## src/rtl/led_pattern_pkg.sv

```systemverilog
// Shared types and constants for the LED pattern engine.
package led_pattern_pkg;

    localparam int unsigned MODE_W = 2;

    typedef enum logic [MODE_W-1:0] {
        MODE_OFF     = 2'd0,
        MODE_BLINK   = 2'd1,
        MODE_CHASE   = 2'd2,
        MODE_BREATHE = 2'd3
    } led_mode_e;

endpackage

```

## src/rtl/led_prescaler.sv

```systemverilog
// Step-rate prescaler: counts enabled clocks 0..TICK_DIV-1 and flags the last count.
module led_prescaler #(
    parameter int unsigned TICK_DIV = 1_000_000
) (
    input  logic clk,
    input  logic rst,
    input  logic enable,
    output logic tick
);

    localparam int unsigned CNT_W = $clog2(TICK_DIV);
    localparam logic [CNT_W-1:0] CNT_MAX = CNT_W'(TICK_DIV - 1);

    logic [CNT_W-1:0] cnt_q;
    logic [CNT_W-1:0] cnt_d;

    // Combinational so the top can register step and the LED update on the same edge.
    assign tick = enable && (cnt_q == CNT_MAX);

    always_comb begin
        cnt_d = cnt_q;
        if (enable) begin
            cnt_d = tick ? '0 : cnt_q + CNT_W'(1);
        end
    end

    always_ff @(posedge clk or posedge rst) begin
        if (rst) begin
            cnt_q <= '0;
        end else begin
            cnt_q <= cnt_d;
        end
    end

endmodule

```

## src/rtl/led_pattern_gen.sv

```systemverilog
// LED pattern engine: OFF / BLINK / CHASE / BREATHE driven by a prescaled step tick,
// with mode changes taken over valid/ready and applied on the next step tick.
module led_pattern_gen
    import led_pattern_pkg::*;
#(
    parameter int unsigned NUM_LEDS = 8,
    parameter int unsigned TICK_DIV = 1_000_000,
    parameter int unsigned PWM_W    = 8
) (
    input  logic                clk,
    input  logic                rst,
    input  logic                enable,
    input  logic [MODE_W-1:0]   mode,
    input  logic                mode_valid,
    output logic                mode_ready,
    output logic [NUM_LEDS-1:0] led,
    output logic                step
);

    localparam logic [PWM_W-1:0] DUTY_MAX = '1;

    logic tick;

    led_prescaler #(
        .TICK_DIV (TICK_DIV)
    ) u_prescaler (
        .clk    (clk),
        .rst    (rst),
        .enable (enable),
        .tick   (tick)
    );

    led_mode_e           mode_q,       mode_d;
    led_mode_e           pend_mode_q,  pend_mode_d;
    logic                pend_valid_q, pend_valid_d;
    logic                ready_q,      ready_d;
    logic                step_q,       step_d;
    logic [NUM_LEDS-1:0] led_q,        led_d;
    logic [PWM_W-1:0]    duty_q,       duty_d;
    logic                dir_down_q,   dir_down_d;
    logic [PWM_W-1:0]    pwm_q,        pwm_d;
    logic                accept;
    logic                apply;

    assign mode_ready = ready_q;
    assign led        = led_q;
    assign step       = step_q;

    // Next-state: handshake, pending apply, per-mode pattern step, PWM compare.
    always_comb begin
        mode_d       = mode_q;
        pend_mode_d  = pend_mode_q;
        pend_valid_d = pend_valid_q;
        led_d        = led_q;
        duty_d       = duty_q;
        dir_down_d   = dir_down_q;
        pwm_d        = pwm_q;
        step_d       = tick;
        accept       = mode_valid && ready_q;
        apply        = tick && pend_valid_q;

        if (enable) begin
            pwm_d = pwm_q + PWM_W'(1);
        end

        if (apply) begin
            mode_d       = pend_mode_q;
            pend_valid_d = 1'b0;
            duty_d       = '0;
            dir_down_d   = 1'b0;
            led_d        = (pend_mode_q == MODE_CHASE) ? NUM_LEDS'(1) : '0;
        end else if (tick) begin
            unique case (mode_q)
                MODE_OFF:   led_d = '0;
                MODE_BLINK: led_d = ~led_q;
                MODE_CHASE: led_d = NUM_LEDS'(led_q << 1) | NUM_LEDS'(led_q >> (NUM_LEDS - 1));
                MODE_BREATHE: begin
                    // Triangle sweep; each endpoint is visited for exactly one tick.
                    if (!dir_down_q) begin
                        duty_d = duty_q + PWM_W'(1);
                        if (duty_d == DUTY_MAX) dir_down_d = 1'b1;
                    end else begin
                        duty_d = duty_q - PWM_W'(1);
                        if (duty_d == '0) dir_down_d = 1'b0;
                    end
                end
                default: led_d = '0;
            endcase
        end

        if (mode_d == MODE_BREATHE) begin
            led_d = {NUM_LEDS{pwm_d < duty_d}};
        end

        if (accept) begin
            pend_valid_d = 1'b1;
            pend_mode_d  = led_mode_e'(mode);
        end

        ready_d = !pend_valid_d;
    end

    always_ff @(posedge clk or posedge rst) begin
        if (rst) begin
            mode_q       <= MODE_OFF;
            pend_mode_q  <= MODE_OFF;
            pend_valid_q <= 1'b0;
            ready_q      <= 1'b1;
            step_q       <= 1'b0;
            led_q        <= '0;
            duty_q       <= '0;
            dir_down_q   <= 1'b0;
            pwm_q        <= '0;
        end else begin
            mode_q       <= mode_d;
            pend_mode_q  <= pend_mode_d;
            pend_valid_q <= pend_valid_d;
            ready_q      <= ready_d;
            step_q       <= step_d;
            led_q        <= led_d;
            duty_q       <= duty_d;
            dir_down_q   <= dir_down_d;
            pwm_q        <= pwm_d;
        end
    end

endmodule

```

## config.mk

```make
export PLATFORM = sky130hd
export DESIGN_NAME = led_pattern_gen
export DESIGN_NICKNAME = d
export VERILOG_FILES = /design/src/rtl/led_pattern_pkg.sv /design/src/rtl/led_prescaler.sv /design/src/rtl/led_pattern_gen.sv
export SDC_FILE = /design/constraint.sdc
export NUM_CORES = 1
export LEC_CHECK = 0
export CORE_MARGIN = 5
export CORE_UTILIZATION = 55
export CTS_BUF_LIST = sky130_fd_sc_hd__clkbuf_8
export CTS_CLUSTER_SIZE = 10
export DETAILED_ROUTE_END_ITERATION = 8
export PLACE_DENSITY = 0.74
export SKIP_LAST_GASP = 1
export SYNTH_ARGS = -nofsm -noshare
export SYNTH_HDL_FRONTEND = slang
export SYNTH_SLANG_ARGS = --single-unit
```

## constraint.sdc

```tcl
create_clock -name clk -period 8.65 [get_ports clk]
set_input_delay 0.865 -clock clk [delete_from_list [all_inputs] [get_ports clk]]
set_output_delay 0.865 -clock clk [all_outputs]
set_load 0.01 [all_outputs]
```

# After elaboration in Yosys (flattened, before gate mapping)
# Index checks and enable logic that the tools add are counted.
# totals
ff_bits	52
input_bits	6
out_inout_bits	10
elab_cells	56
# op_classes
n_addsub	4
magnitude_cmp	1
eq_ne	7
mux	20
bitwise_logic	2
reduce_logical	12
# ops
cell	n
$mux W8	8
$pmux W8 S3	1
$add A20 B1 Y20 const B	1
$eq A20 B20 Y1 const B	1
$mux W20	1
$add A8 B1 Y8 const B	2
$mux W1	9
$eq A2 B2 Y1 const B	4
$eq A8 B8 Y1 const B	1
$logic_not A8 Y1	1
$lt A8 B8 Y1	1
$not A8 Y8	1
$or A8 B1 Y8	1
$sub A8 B1 Y8 const B	1
$reduce_bool A5 Y1	1
$reduce_and A2 Y1	2
$reduce_bool A2 Y1	2
$logic_and A1 B1 Y1	3
$reduce_bool A3 Y1	1
$eq A2 B1 Y1 const B	1
$logic_not A2 Y1	1
$mux W2	1
$logic_not A1 Y1	1

# Depth between registers and ports, before layout
# Gate-level depths: netlist of the first run.
# depth
ltp_word	7
ltp_mapped	16
depth_no_buf	14

# Cells and area by module
# From an unflattened synthesis of the first run, not the netlist that was laid out.
# unflattened
hier_cells	318
hier_area_um2	3049.2
# by_module_without_submodules
mod	instances	cells_each	area_per_inst_um2	seq_area_each_um2
led_pattern_gen	1	219	2044.5	802.0
led_prescaler	1	99	1004.7	500.5

# Worst setup path before layout of the first run
# Ideal clock, no wire load.
# synth_path
path_kind	input port to flip-flop
from	input port enable
to	register led_q[1] (netlist: led[1])
setup_time_ps	133
arrival_time_ps	3083
required_time_ps	8517
path_slack_ps	5435
path_stages	13
path_buffers	1
cell_sequence	and2_1 and2_0 buf_6 nand3_4 or3_1 a21o_1 a31o_1 ha_1 nand4_1 a211oi_1 o31ai_1 o211ai_2 a2bb2oi_1
# synth_between
elab_chain_len	6
elab_cells_between_ends	13
classes_between	order compare: 1; eq/ne: 1; mux: 6; reduce/logical: 5
# synth_rtl
item	line_no	source
start: declaration	led_pattern_gen.sv:12	input logic enable,
parallel branches: the longest is 6 deep, another holds $lt A8 B8 Y1	--	
end signal: assignment	led_pattern_gen.sv:120	led_q <= led_d;
end: declaration	led_pattern_gen.sv:38	logic [NUM_LEDS-1:0] led_q, led_d;
# Several ways; the timed one is not identified.
# A chain may end at the register's enable or synchronous reset.

# Worst setup path in the final report of the first run
# layout_path
from	input port enable
to	register led_q[2] (netlist: led[2])
# Same word-level chain as after synthesis.

==> results.json, run 1 <==
{
  "first_pass_iters": 4,
  "ctsResizeCount": 0,
  "p_int_mw": 0.4274,
  "post_cts.repair.setup_buffers": 0,
  "switchingPower_mw": 0.2063,
  "synthArstFlopShare_pct": 100.0,
  "vias_per_cell": 5.711,
  "synth_fa_ha_area_share_pct": 6.964,
  "ys_seq_area_share_pct": 42.65,
  "fillCellCount": 483,
  "yosys_most_used_dff": "dfrtp_1",
  "dp.final_hpwl_um": 4221,
  "syn-num-nets": 333,
  "pwr-share-seq_pct": 51.8,
  "routedWlPerCell_um": 14.91,
  "first_global_vias": 2167,
  "worst_pin_slew_ps": 1072,
  "insertion_delay_ps": 310,
  "setup_viol": 0,
  "pwr-share-clk_pct": 23.8,
  "final_common_cell": "dfrtp_1",
  "cts_inserted_buffers": 5,
  "max-slew-margin-rel_pct": 28.41,
  "tritoncts": "yes",
  "cp_data_required_time_ps": 8840,
  "final_nets": 345,
  "grt_max_degree": 53,
  "synth_warnings": 0,
  "holdPathStages": 1,
  "synthSimpleGateAreaFrac_pct": 21.88,
  "antenna_cells": 0,
  "fin_area_um2": 3332,
  "root_buffer": "clkbuf_8",
  "rows": 27,
  "synth-compound-area-share_pct": 13.44,
  "drive_above_1_share_pct": 9.907,
  "synthMuxAreaShare_pct": 1.762,
  "grtUsageTotal_pct": 17.08,
  "clkTransAtPathRegs_ps": 110,
  "power_frac_comb_pct": 24.4,
  "drt_first_iter_violations": 155,
  "worstSetupPathType": "in -> reg",
  "ant_nets": 0,
  "ioPinCount": 16,
  "via_count": 2256,
  "fin_crit_sh_pct": 48.86,
  "ys_ff_latch": 52,
  "numClockSinks": 52,
  "port_buffers": 15,
  "finalHoldViolCount": 0,
  "leakagePower_nw": 1.434,
  "maxCapViolCount": 0,
  "rsz0062_at_grt": "no",
  "vdd_drop_max_mv": 0.1176,
  "worstSetupStartpointType": "input pin",
  "layout_common_cells": "dfrtp_1, nand2_1, nor2_1, xor2_1, ha_1",
  "antenna_found_initial": 0,
  "rr_worst_depth": 13,
  "fin_worst_skew_ps": 8.713,
  "start_util_pct": 56.15,
  "die_area_um2": 7144,
  "htree_levels": 2,
  "synth_top_cell_by_area": "dfrtp_1",
  "power.share.switching_pct": 32.56,
  "grt_pass1_wl_um": 10080,
  "synth_area_leaders": "dfrtp_1, ha_1, nand2_1",
  "ys_types": 57,
  "crit_fanout": 13,
  "fmax_mhz": 236.6,
  "power_density_nw_per_um2": 190.2,
  "synth_top_family_by_area": "simple AND/OR/NAND/NOR gates",
  "syn_inst": 310,
  "synth_top_area_share_pct": 41.79,
  "synth_xor_area_share_pct": 9.463,
  "crit_arrival_ps": 4410,
  "holdCritPathClass": "reg -> reg",
  "gp_congestion": 0.8664,
  "routed_wl_um": 5888,
  "endpoint_kind": "flop",
  "place_area_um2": 3229,
  "cts_hold_buffers": 0,
  "cts_max_path_buffers": 2,
  "period_minus_slack_ps": 4227,
  "die_h_um": 84.52,
  "syn-cell-area_um2": 3054,
  "drc": 0,
  "avgSynthCellArea_um2": 9.852,
  "core_um2": 5439,
  "status": "complete, no violations",
  "tns_ps": 0,
  "die_x_um": 84.52,
  "area_growth_pct": 9.095,
  "slew_viol_final": 0,
  "synth_edf_count": 0,
  "overflow": 0
}
[per-layer routing]
layer	global-route usage, %	vias to the layer above	wire (um)
met3	3.238	2	178
met1	23.52	1092	2789
met5	0	-	0
met2	28.47	39	2890
li1	-	1123	-
met4	3.022	0	29
[power groups by stage]
stage                     combinational, mW  sequential [mW]  clock [mW]
after floorplan                       0.101            0.328           0
after global placement                0.151            0.331           0
after detailed placement              0.157            0.332           0
after CTS                             0.157            0.328       0.155
after global routing                  0.175            0.335       0.168
final                                 0.155            0.329       0.151
[flip-flops by register name (all words and copies together), names as in the netlist]
register,cells
dir_down_q,1
duty_q,8
led,8
mode_q,2
mode_ready,1
pend_mode_q,2
pend_valid_q,1
pwm_q,8
step,1
u_prescaler.cnt_q,20
[layout make-up]
class                      instances  area, um2  area share [%]
multi-input combinational        234       1634           49.04
clock inverter                     3      33.78           1.014
sequential                        52       1303           39.09
inverter                          14      52.55           1.577
timing repair buffer              15      150.1           4.506
clock buffer                       5      68.82           2.065
tap                               72      90.09           2.704
[critical path: stages]
cell and delay, ps:
clkdlybuf4s50_1 670, and2_1 260, and2_0 400, nand3_4 230, or3_1 390, a21o_1 180, a31o_1 180, ha_1 290
nand4_1 120, a211oi_1 190, o31ai_1 120, o211ai_2 380, a2bb2oi_1 130
[through the flow]
step / total power, mW / std cells / hold slack, ps / setup WS, ps / utilization, %
final: 0.6337 / 395 / 488.2 / 4423 / 61.26
after detailed placement: 0.4886 / 387 / 473.4 / 4116 / 59.37
after floorplan: 0.4293 / 310 / 438.7 / 5435 / -
after global routing: 0.6778 / 395 / 513.3 / 4244 / 61.26
after global placement: 0.4821 / 387 / 454.0 / 4179 / 59.37
after CTS: 0.6402 / 395 / 490.2 / 4439 / 61.26
[synthesized netlist by cell type (3+ instances only)]
| cell | count |
|---|---|
| nor3_1 | 3 |
| nor2_1 | 24 |
| and3_1 | 7 |
| nand2_1 | 41 |
| nand4_1 | 8 |
| dfrtp_1 | 51 |
| and3_2 | 3 |
| or3_1 | 3 |
| o21ai_0 | 13 |
| or2_1 | 5 |
| a2bb2oi_1 | 7 |
| mux2_2 | 3 |
| ha_1 | 17 |
| inv_1 | 13 |
| a21oi_1 | 4 |
| a21o_1 | 10 |
| buf_2 | 4 |
| xor2_1 | 17 |
| xnor2_1 | 16 |
| o22ai_1 | 3 |
| nand3_1 | 11 |
| a31oi_1 | 4 |
[logic make-up (layout without fill, tap and decap cells)]
kind of cell	count (synthesis)	after routing
simple gates	123	123
compound gates	56	56
flops	52	52
xor+xnor	33	33
buf+inv	24	37
fa+ha+maj	17	17
mux	5	5
[final timing paths]
| check | startpoint | slack (ps) | endpoint |
|---|---|---|---|
| min in group asynchronous | rst | 1140 | u_prescaler.cnt_q[1] |
| worst max register to register | u_prescaler.cnt_q[0] | 5120 | led[2] |
| max in group asynchronous | rst | 6860 | step |
| worst max-delay path | enable | 4420 | led[2] |
| worst min-delay path | u_prescaler.cnt_q[4] | 490 | u_prescaler.cnt_q[4] |
| worst min register to register | u_prescaler.cnt_q[4] | 490 | u_prescaler.cnt_q[4] |
(Power assumes the default switching activity.)
==> run 2: changes to the inputs <==
Settings changed: PLACE_DENSITY 0.74 to 0.77.
Clock period 8.65 ns to 3.7 ns, I/O delays scaled along.
==> run 2 against run 1 <==
Compared with the run above:
- sequential share of layout area fell by 0.20 points
- register-to-register slack worse by 4700 ps
- wire length is 0.65% higher
==> results.json, run 2 (synthesis results as in run 1) <==
{
  "status": "complete, no violations",
  "fin_cells": 399,
  "grt_max_degree": 53,
  "rows": 27,
  "dp.final_hpwl_um": 4284,
  "largest-register": "u_prescaler.cnt_q",
  "fin_worst_skew_ps": 10.63,
  "vdd_drop_max_mv": 0.2790,
  "power_frac_comb_pct": 25.1,
  "die_x_um": 84.52,
  "finalHoldViolCount": 0,
  "antenna_cells": 0,
  "slowest_stage": "dfrtp_1",
  "overflow": 0,
  "final_nets": 349,
  "worst_pin_slew_ps": 1059,
  "via_count": 2273,
  "gp_congestion": 0.8973,
  "power.share.switching_pct": 32.05,
  "insertion_delay_ps": 310,
  "holdCritPathClass": "reg -> reg",
  "port_buffers": 15,
  "slowest_delay_ps": 500,
  "max-slew-margin-rel_pct": 29.28,
  "fin_crit_sh_pct": 88.78,
  "seqCellArea_um2": 1303,
  "ctsResizeCount": 0,
  "routedWlPerCell_um": 14.85,
  "rr_startpoint": "duty_q[0]",
  "grtUsageTotal_pct": 17.68,
  "placed_cells": 391,
  "crit_fanout": 8,
  "rr_worst_depth": 12,
  "crit_arrival_ps": 3470,
  "holdWs_ps": 482.5,
  "critical_path_buf_inv_count": 1,
  "final_common_cell": "dfrtp_1",
  "fillCellCount": 461,
  "cp_data_required_time_ps": 3880,
  "post_cts.repair.setup_buffers": 0,
  "tns_ps": 0,
  "die_h_um": 84.52,
  "ant_nets": 0,
  "switchingPower_mw": 0.4693,
  "period_minus_slack_ps": 3285,
  "holdPathStages": 1,
  "power_density_nw_per_um2": 437.2,
  "crit_top_cell": "ha_1",
  "p_int_mw": 0.9951,
  "drt_first_iter_violations": 129,
  "met1Wirelength_um": 2841,
  "worstSetupPathType": "reg -> reg",
  "wl_met2_um": 2814,
  "pwr-share-clk_pct": 22.5,
  "tritoncts": "yes",
  "htree_levels": 2,
  "layout_common_cells": "dfrtp_1, nand2_1, nor2_1, xor2_1, ha_1",
  "crit_family": "compound AO/OA/AOI/OAI gates",
  "cts_max_path_buffers": 2,
  "setup_viol": 0,
  "first_pass_iters": 4,
  "root_buffer": "clkbuf_8",
  "drc": 0,
  "largest_reg_flops": 20,
  "fmax_mhz": 304.4,
  "utilization_pct": 61.58,
  "core_um2": 5439,
  "hold_start": "u_prescaler.cnt_q[4]",
  "endpoint_kind": "flop",
  "ioPinCount": 16,
  "pwr-share-seq_pct": 52.4,
  "r2r_slack_ps": 410,
  "cts_hold_buffers": 0,
  "drive_above_1_share_pct": 11.01,
  "wl_met3_um": 190,
  "vias_per_cell": 5.697,
  "routed_wl_um": 5926,
  "first_global_vias": 2312,
  "numClockSinks": 52,
  "cts_inserted_buffers": 5,
  "rsz0062_at_grt": "no",
  "worstSetupStartpointType": "flop",
  "start_util_pct": 56.15,
  "antenna_found_initial": 0,
  "leakagePower_nw": 1.447,
  "maxCapViolCount": 0,
  "multi_input_area_um2": 1634,
  "highest_layer": "met4",
  "slew_viol_final": 0,
  "clkTransAtPathRegs_ps": 100,
  "area_growth_pct": 9.668,
  "r2r-end": "led[2]",
  "hold-path-endpoint": "u_prescaler.cnt_q[4]",
  "die_area_um2": 7144,
  "grt_pass1_wl_um": 10530,
  "crit_chain": "inv_1 > ha_1 > nand2_1 > xor2_1 > or3b_2 > a31o_1 > ha_1 > nand4_1 > a211oi_1 > o31ai_1 > o211ai_2 > a2bb2oi_1"
}
## run 2: cell count changes in the layout (fill, tap and decap cells not counted)
cell	before	now
clkinv_8	1	0
clkinvlp_4	0	1
clkinv_4	1	0
clkinv_2	0	1
buf_4	0	4
## run 2: final cells by class
class / count / area share (%)
Timing Repair Buffer: 19 / 5.379
Tap cell: 72 / 2.690
Sequential cell: 52 / 38.89
Clock buffer: 5 / 2.055
Inverter: 14 / 1.569
Multi-Input combinational cell: 234 / 48.79
Clock inverter: 3 / 0.6350
## run 2: worst max-delay path by stage
| stage | startpoint | to | slack [ps] | depth (start not counted) |
|---|---|---|---|---|
| 2_1_floorplan | u_prescaler.cnt_q[0] | led[1] | 780 | 13 |
| 3_3_place_gp | enable | led[6] | 310 | 13 |
| 3_5_place_dp | enable | led[1] | 260 | 13 |
| 4_1_cts | duty_q[0] | led[3] | 440 | 12 |
| 5_1_grt | u_prescaler.cnt_q[6] | led[6] | 180 | 12 |
| 6_report | duty_q[0] | led[2] | 410 | 12 |
## run 2: power by group through the flow
stage               Combinational, mW  Sequential, mW  Clock, mW
finish                          0.368           0.768      0.329
global placement                0.355           0.773          0
detailed placement              0.371           0.776          0
global route                    0.417           0.788      0.363
CTS                             0.373           0.766      0.341
floorplan                       0.237           0.767          0
## run 2: per-layer routing
layer  up-vias  global-route usage [%]
met5         -                       0
met4         0                   6.331
met3         6                   2.846
met2        46                   28.75
met1      1104                   23.93
li1       1117                       -
## run 2: metrics by stage
step / cell area [um2] / power (mW) / setup WS (ps)
finish: 3349 / 1.464 / 415.0
global route: 3349 / 1.568 / 176.9
CTS: 3349 / 1.481 / 438.3
detailed placement: 3259 / 1.146 / 261.7
global placement: 3259 / 1.129 / 308.2
floorplan: 3054 / 1.004 / 783.6
## run 2: worst reg2reg max path: stages, from the launching register on
cell       delay, ps
dfrtp_1          500
inv_1            190
ha_1             280
nand2_1           90
xor2_1           170
or3b_2           490
a31o_1           220
ha_1             290
nand4_1          130
a211oi_1         200
o31ai_1          120
o211ai_2         370
a2bb2oi_1        130
